[src/rtl/cpu_pkg.sv]
// rtl/cpu_pkg.sv - shared instruction-field, NOP and fetch-state definitions
package cpu_pkg;

    localparam int unsigned COND_HI  = 31;
    localparam int unsigned COND_LO  = 28;
    localparam int unsigned OP_HI    = 27;
    localparam int unsigned OP_LO    = 26;
    localparam int unsigned FUNCT_HI = 25;
    localparam int unsigned FUNCT_LO = 20;
    localparam int unsigned RD_HI    = 15;
    localparam int unsigned RD_LO    = 12;

    // MOV r0,r0 with cond AL: decodes as an instruction that writes nothing useful
    localparam logic [31:0] CPU_NOP_WORD = 32'hE1A0_0000;

    localparam int unsigned PC_INC4 = 4;
    localparam int unsigned PC_INC8 = 8;

    typedef enum logic {
        FETCH = 1'b0,
        EXEC  = 1'b1
    } fetch_state_t;

endpackage

[src/rtl/fetch_unit.sv]
// rtl/fetch_unit.sv - PC, instruction register and fetch/exec sequencing
module fetch_unit
    import cpu_pkg::*;
#(
    parameter int unsigned       ADDR_W   = 32,
    parameter logic [ADDR_W-1:0] RESET_PC = '0,
    parameter logic [31:0]       NOP_WORD = CPU_NOP_WORD
) (
    input  logic              clk,
    input  logic              reset,
    output logic              imem_req,
    output logic [ADDR_W-1:0] imem_addr,
    input  logic              imem_ack,
    input  logic [31:0]       imem_rdata,
    input  logic              advance,
    input  logic              pc_src,
    input  logic [ADDR_W-1:0] branch_target,
    output logic              instr_valid,
    output logic [3:0]        cond,
    output logic [1:0]        op,
    output logic [5:0]        funct,
    output logic [3:0]        rd,
    output logic [31:0]       instr,
    output logic [ADDR_W-1:0] pc,
    output logic [ADDR_W-1:0] pc_plus8
);

    fetch_state_t      state;
    logic [31:0]       ir;
    logic [ADDR_W-1:0] pc_q;
    logic [ADDR_W-1:0] pc_seq;
    logic [ADDR_W-1:0] pc_branch;
    logic              unused_target_lsbs;

    // Targets are word-aligned; the two low ALU result bits are dropped.
    assign pc_seq             = pc_q + ADDR_W'(PC_INC4);
    assign pc_branch          = {branch_target[ADDR_W-1:2], 2'b00};
    assign unused_target_lsbs = ^branch_target[1:0];

    always_ff @(posedge clk or posedge reset) begin
        if (reset) begin
            state <= FETCH;
            pc_q  <= RESET_PC;
            ir    <= NOP_WORD;
        end else begin
            case (state)
                FETCH: begin
                    if (imem_ack) begin
                        ir    <= imem_rdata;
                        state <= EXEC;
                    end
                end
                EXEC: begin
                    if (advance) begin
                        pc_q  <= pc_src ? pc_branch : pc_seq;
                        ir    <= NOP_WORD;
                        state <= FETCH;
                    end
                end
                default: begin
                    state <= FETCH;
                end
            endcase
        end
    end

    // Both handshake outputs decode straight from the single state flop.
    assign imem_req    = (state == FETCH);
    assign instr_valid = (state == EXEC);
    assign imem_addr   = pc_q;
    assign pc          = pc_q;
    assign pc_plus8    = pc_q + ADDR_W'(PC_INC8);

    assign instr = ir;
    assign cond  = ir[COND_HI:COND_LO];
    assign op    = ir[OP_HI:OP_LO];
    assign funct = ir[FUNCT_HI:FUNCT_LO];
    assign rd    = ir[RD_HI:RD_LO];

endmodule
[config.mk]
export PLATFORM = sky130hd
export DESIGN_NAME = fetch_unit
export DESIGN_NICKNAME = d
export VERILOG_FILES = /design/src/rtl/cpu_pkg.sv /design/src/rtl/fetch_unit.sv
export SDC_FILE = /design/constraint.sdc
export NUM_CORES = 1
export LEC_CHECK = 0
export CAP_MARGIN = 15
export CORE_MARGIN = 10
export CORE_UTILIZATION = 41
export DETAILED_ROUTE_END_ITERATION = 7
export PLACE_DENSITY = 0.78
export REMOVE_ABC_BUFFERS = 1
export SYNTH_ARGS = -nofsm -noshare
export SYNTH_HDL_FRONTEND = slang
export SYNTH_SLANG_ARGS = --single-unit
[constraint.sdc]
create_clock -name clk -period 2.3 [get_ports clk]
set_input_delay 0.46 -clock clk [delete_from_list [all_inputs] [get_ports clk]]
set_output_delay 0.46 -clock clk [all_outputs]
set_load 0.005 [all_outputs]
Yosys cells after proc, flatten, opt, wreduce, memory -nomap -nowiden:

Cells that the tools add are included.

* register bits after elaboration: 65
* bits in latches: 0
* bits in writable memories: 0
* bits in read-only memories: 0
* input port bits: 69
* word-level logic and storage cells: 17
* memories kept: 0

* add/sub/neg operators: 2
* $mul: 0
* div/mod/pow operators: 0
* magnitude comparators: 0
* equal/unequal tests: 2
* shifts and indexed selects: 0
* muxes and demuxes: 7
* bitwise operators: 1
* reductions and logical operators: 2

Operators with widths (number)
* $mux 32: 3
* $pmux 32 s2: 1
* $add 32x3->32 const B: 1
* $add 32x4->32 const B: 1
* $reduce_and 2->1: 2
* $mux 1: 2
* $ne 2x1->1 const B: 1
* $ne 2x2->1 const B: 1
* $pmux 1 s2: 1
* $not 1->1: 1

Depth between registers and ports, before layout:

* depth after elaboration: 3
* mapped depth: 7
* mapped depth without buffers: 5

Least setup slack after synthesis:

No wires, ideal clock.

* kind: register -> output
* start point: register pc_q[4], in the netlist imem_addr[4]
* end point: output port pc_plus8[19]
* arrival: 1.711 ns
* required time: 1.840 ns
* setup slack: 0.129 ns
* cell stages (with the launch flop): 7
* buffers on the path: 1
* cells stage by stage: dfrtp_1 -> ha_1 -> buf_2 -> nand4_4 -> nor4_1 -> nand3_1 -> xnor2_1

* longest elaborated chain between the ends: 1

RTL lines
* start: declaration: RTL line fetch_unit.sv:30 `logic [ADDR_W-1:0] pc_q;`
* start signal: assignment: RTL line fetch_unit.sv:55 `pc_q <= pc_src ? pc_branch : pc_seq;`
* $add 32x4->32: RTL line fetch_unit.sv:72 `assign pc_plus8 = pc_q + ADDR_W'(PC_INC8);`
* end: declaration: RTL line fetch_unit.sv:25 `output logic [ADDR_W-1:0] pc_plus8`

Every way passes these cells.

Worst setup path in the final report:

* start point: register pc_q[10], in the netlist imem_addr[10]
* end point: output port pc_plus8[17]

The elaborated chain is that of the path after synthesis.

==> results_dict.tcl <==
set metrics [dict create \
    run_status "finished, violations left" \
    violations "negative setup slack" \
    grt_setup_unrepaired "yes" \
    synth.avg_cell_area_um2 9.34 \
    drive_above_1_share 0.291 \
    synth-async-reset-ratio 1.00 \
    critical_path_class "reg2out" \
    synth_top_area_share 0.338 \
    routabilityCongestion 0.851 \
    clock_latency_ps 350 \
    clock_sinks 63 \
    min_period_ps 2420 \
    leakage_nw 3.01 \
    final_max_slew_viol_count 0 \
    synth_cells 452 \
    max_freq_ghz 0.413 \
    fin_tns_setup_ps -810 \
    fin_ws_ps -119 \
    synth_edf_count 0 \
    fp.dieW_um 121 \
    yosysUniqueCellTypes 56 \
    grt_pass1_vias 4557 \
    min_path_type "in2async" \
    antennaDiodeCount 0 \
    setup_violations 13 \
    peakVddDrop_mv 0.401 \
    area_delta_synth_final_pct 67.7 \
    fin_worst_skew_ps 9.77 \
    rows 36 \
    hold_viol_final 0 \
    ant_nets 0 \
    final_util 0.714 \
    cp.arrival_ps 1960 \
    final_area_um2 7080 \
    crit_path_start_kind "register" \
    grt_antenna_before_repair 0 \
    dr.pass1.iters 5 \
    wirelength_um 16800 \
    core_um2 9910 \
    netlist_area_um2 4220 \
    relSlewSlack 0.320 \
    dieHeight_um 121 \
    power_density_nw_per_um2 737 \
    port_buffers 206 \
    synthFlopType "dfrtp_1" \
    place_inst 781 \
    clk_path_buf_depth 2 \
    fin_cells 821 \
    cp_max_fo 4 \
    io_pins 215 \
    finalPower_mw 5.22 \
    clk_pin_slew_worst_paths_ps 70 \
    ys_seq_area_frac 0.375 \
    grt_start_max_net_pins 64 \
    grt_usage 0.213 \
    htree_levels 3 \
    worst_ep_required_time_ps 1840 \
    period_share 1.05 \
    timing.max_cap.violations 0 \
    num-nets-final 754 \
    ctsHoldBuffers 0 \
    synth_seq_cells 63 \
    remaining_drc_errors 0 \
    overflow 0 \
    synth_top_area_cell "dfrtp_1" \
    dpl_worst_slack_ps -201 \
    synthTopCellsByArea "dfrtp_1 34%, buf_4 9.8%, a22o_1 5.8%" \
    via_count 4582 \
    start_util 0.426 \
    die_area_um2 14800 \
    routed_via_density 5.58 \
    r2r_setup_slack_ps 140 \
    cts_tree "yes" \
    root_buffer "clkbuf_8" \
    dpl-instance-area_um2 6470 \
    yosys_warnings 0 \
    drt_first_iter_violations 372 \
    cp-end-kind "primary output" \
    cts_buffers 9 \
    whs_ps 499 \
    worstMarginPinSlew_ps 1020 \
    hpwl_um 12400 \
    avgRoutedWirePerCell_um 20.5 \
    grt_pass1_wl_um 25300 \
]
==> cell families after synthesis <==
group / count (synthesis) / share of synthesized area
xor+xnor: 27 / 0.0560
fa+ha+maj: 2 / 0.00593
buf+inv: 98 / 0.142
flops: 63 / 0.375
mux: 2 / 0.00474
other cells: 1 / 0.000888
simple gates: 147 / 0.218
compound gates: 112 / 0.198
==> registers in the layout, indices dropped and copies added, names as in the netlist <==
| name | cells |
|---|---|
| imem_addr | 30 |
| instr | 32 |
| instr_valid | 1 |
==> synthesized netlist by cell type (3+ instances only) <==
| cell type | number |
|---|---|
| nor4_1 | 9 |
| o22a_1 | 6 |
| buf_1 | 3 |
| and3_1 | 4 |
| nor4_4 | 4 |
| buf_2 | 19 |
| o21a_1 | 3 |
| a22o_1 | 28 |
| a21oi_1 | 9 |
| nand3_1 | 25 |
| a22oi_1 | 3 |
| o21ai_0 | 24 |
| dfrtp_1 | 57 |
| and4_1 | 5 |
| a211oi_1 | 5 |
| nor3_1 | 14 |
| dfstp_2 | 6 |
| nor2_1 | 24 |
| nand2_1 | 19 |
| o2bb2ai_1 | 5 |
| clkbuf_1 | 11 |
| a311oi_1 | 10 |
| inv_1 | 10 |
| xnor2_1 | 19 |
| a31oi_1 | 7 |
| and2_1 | 5 |
| nand4_1 | 11 |
| nand3b_1 | 8 |
| buf_4 | 55 |
| xor2_1 | 8 |
==> placed cells by master (no fill, tap or decap), drive strengths merged, types with 2 or more instances in the layout <==
| cell | instances |
|---|---|
| and3 | 4 |
| nor2b | 2 |
| nand2 | 21 |
| inv | 10 |
| dfstp | 6 |
| nand3b | 8 |
| a22o | 28 |
| o21a | 3 |
| a311oi | 11 |
| clkbuf | 15 |
| o2bb2ai | 5 |
| o21ai | 24 |
| o22ai | 2 |
| dlygate4sd2 | 3 |
| a31oi | 7 |
| ha | 2 |
| clkdlybuf4s50 | 179 |
| and4 | 7 |
| clkinv | 2 |
| dfrtp | 57 |
| a21oi | 9 |
| nor2 | 25 |
| buf | 118 |
| mux2i | 2 |
| bufinv | 2 |
| nor4 | 13 |
| a31o | 2 |
| o22a | 6 |
| a211oi | 6 |
| nor3 | 17 |
| a22oi | 3 |
| xor2 | 8 |
| nand4 | 14 |
| xnor2 | 19 |
| nand3 | 27 |
| conb | 6 |
| and2 | 6 |
==> critical path, stage by stage (launching register included) <==
cell     delay [ps]
dfrtp_1         490
nand3_2         250
nor4_4          330
buf_4           170
buf_6            90
xor2_1          140
buf_2           130
==> what timing repair did <==
item                                    in CTS  in global routing
pin swaps                                   13                 18
endpoints found under the setup margin      26                 23
resized for setup                          108                 55
buffers inserted                            18                 12
==> cell type report <==
type | instances | area [um2]
fillers | 729 | 2830
clock buffers | 12 | 135
well taps | 133 | 166
flip-flops and latches | 63 | 1590
inverters | 10 | 37.5
clock inverters | 4 | 70.1
multi-input cells | 296 | 2330
repair buffers | 303 | 2750
==> final timing paths <==
kind                          startpoint             to  depth (start not counted)
setup / recovery           imem_addr[10]   pc_plus8[17]                          6
hold / removal                     reset      instr[11]                          3
setup reg to reg            imem_addr[3]  imem_addr[28]                          7
hold reg to reg                instr[10]      instr[10]                          1
max in group asynchronous          reset      instr[30]                          3
min in group clk               instr[10]      instr[10]                          1
==> metal layers <==
| metal | up-vias | wire [um] | GRT usage |
|---|---|---|---|
| li1 | 2075 | - | - |
| met1 | 2218 | 6740 | 0.257 |
| met2 | 258 | 8100 | 0.356 |
| met3 | 31 | 1650 | 0.0633 |
| met4 | 0 | 321 | 0.0656 |
| met5 | - | 0 | 0 |
==> where the power goes <==
| part | internal [mW] | switching [mW] |
|---|---|---|
| registers | 1.34 | 0.228 |
| clock network | 0.608 | 0.444 |
| logic | 1.50 | 1.10 |
(Power assumes the default switching activity.)
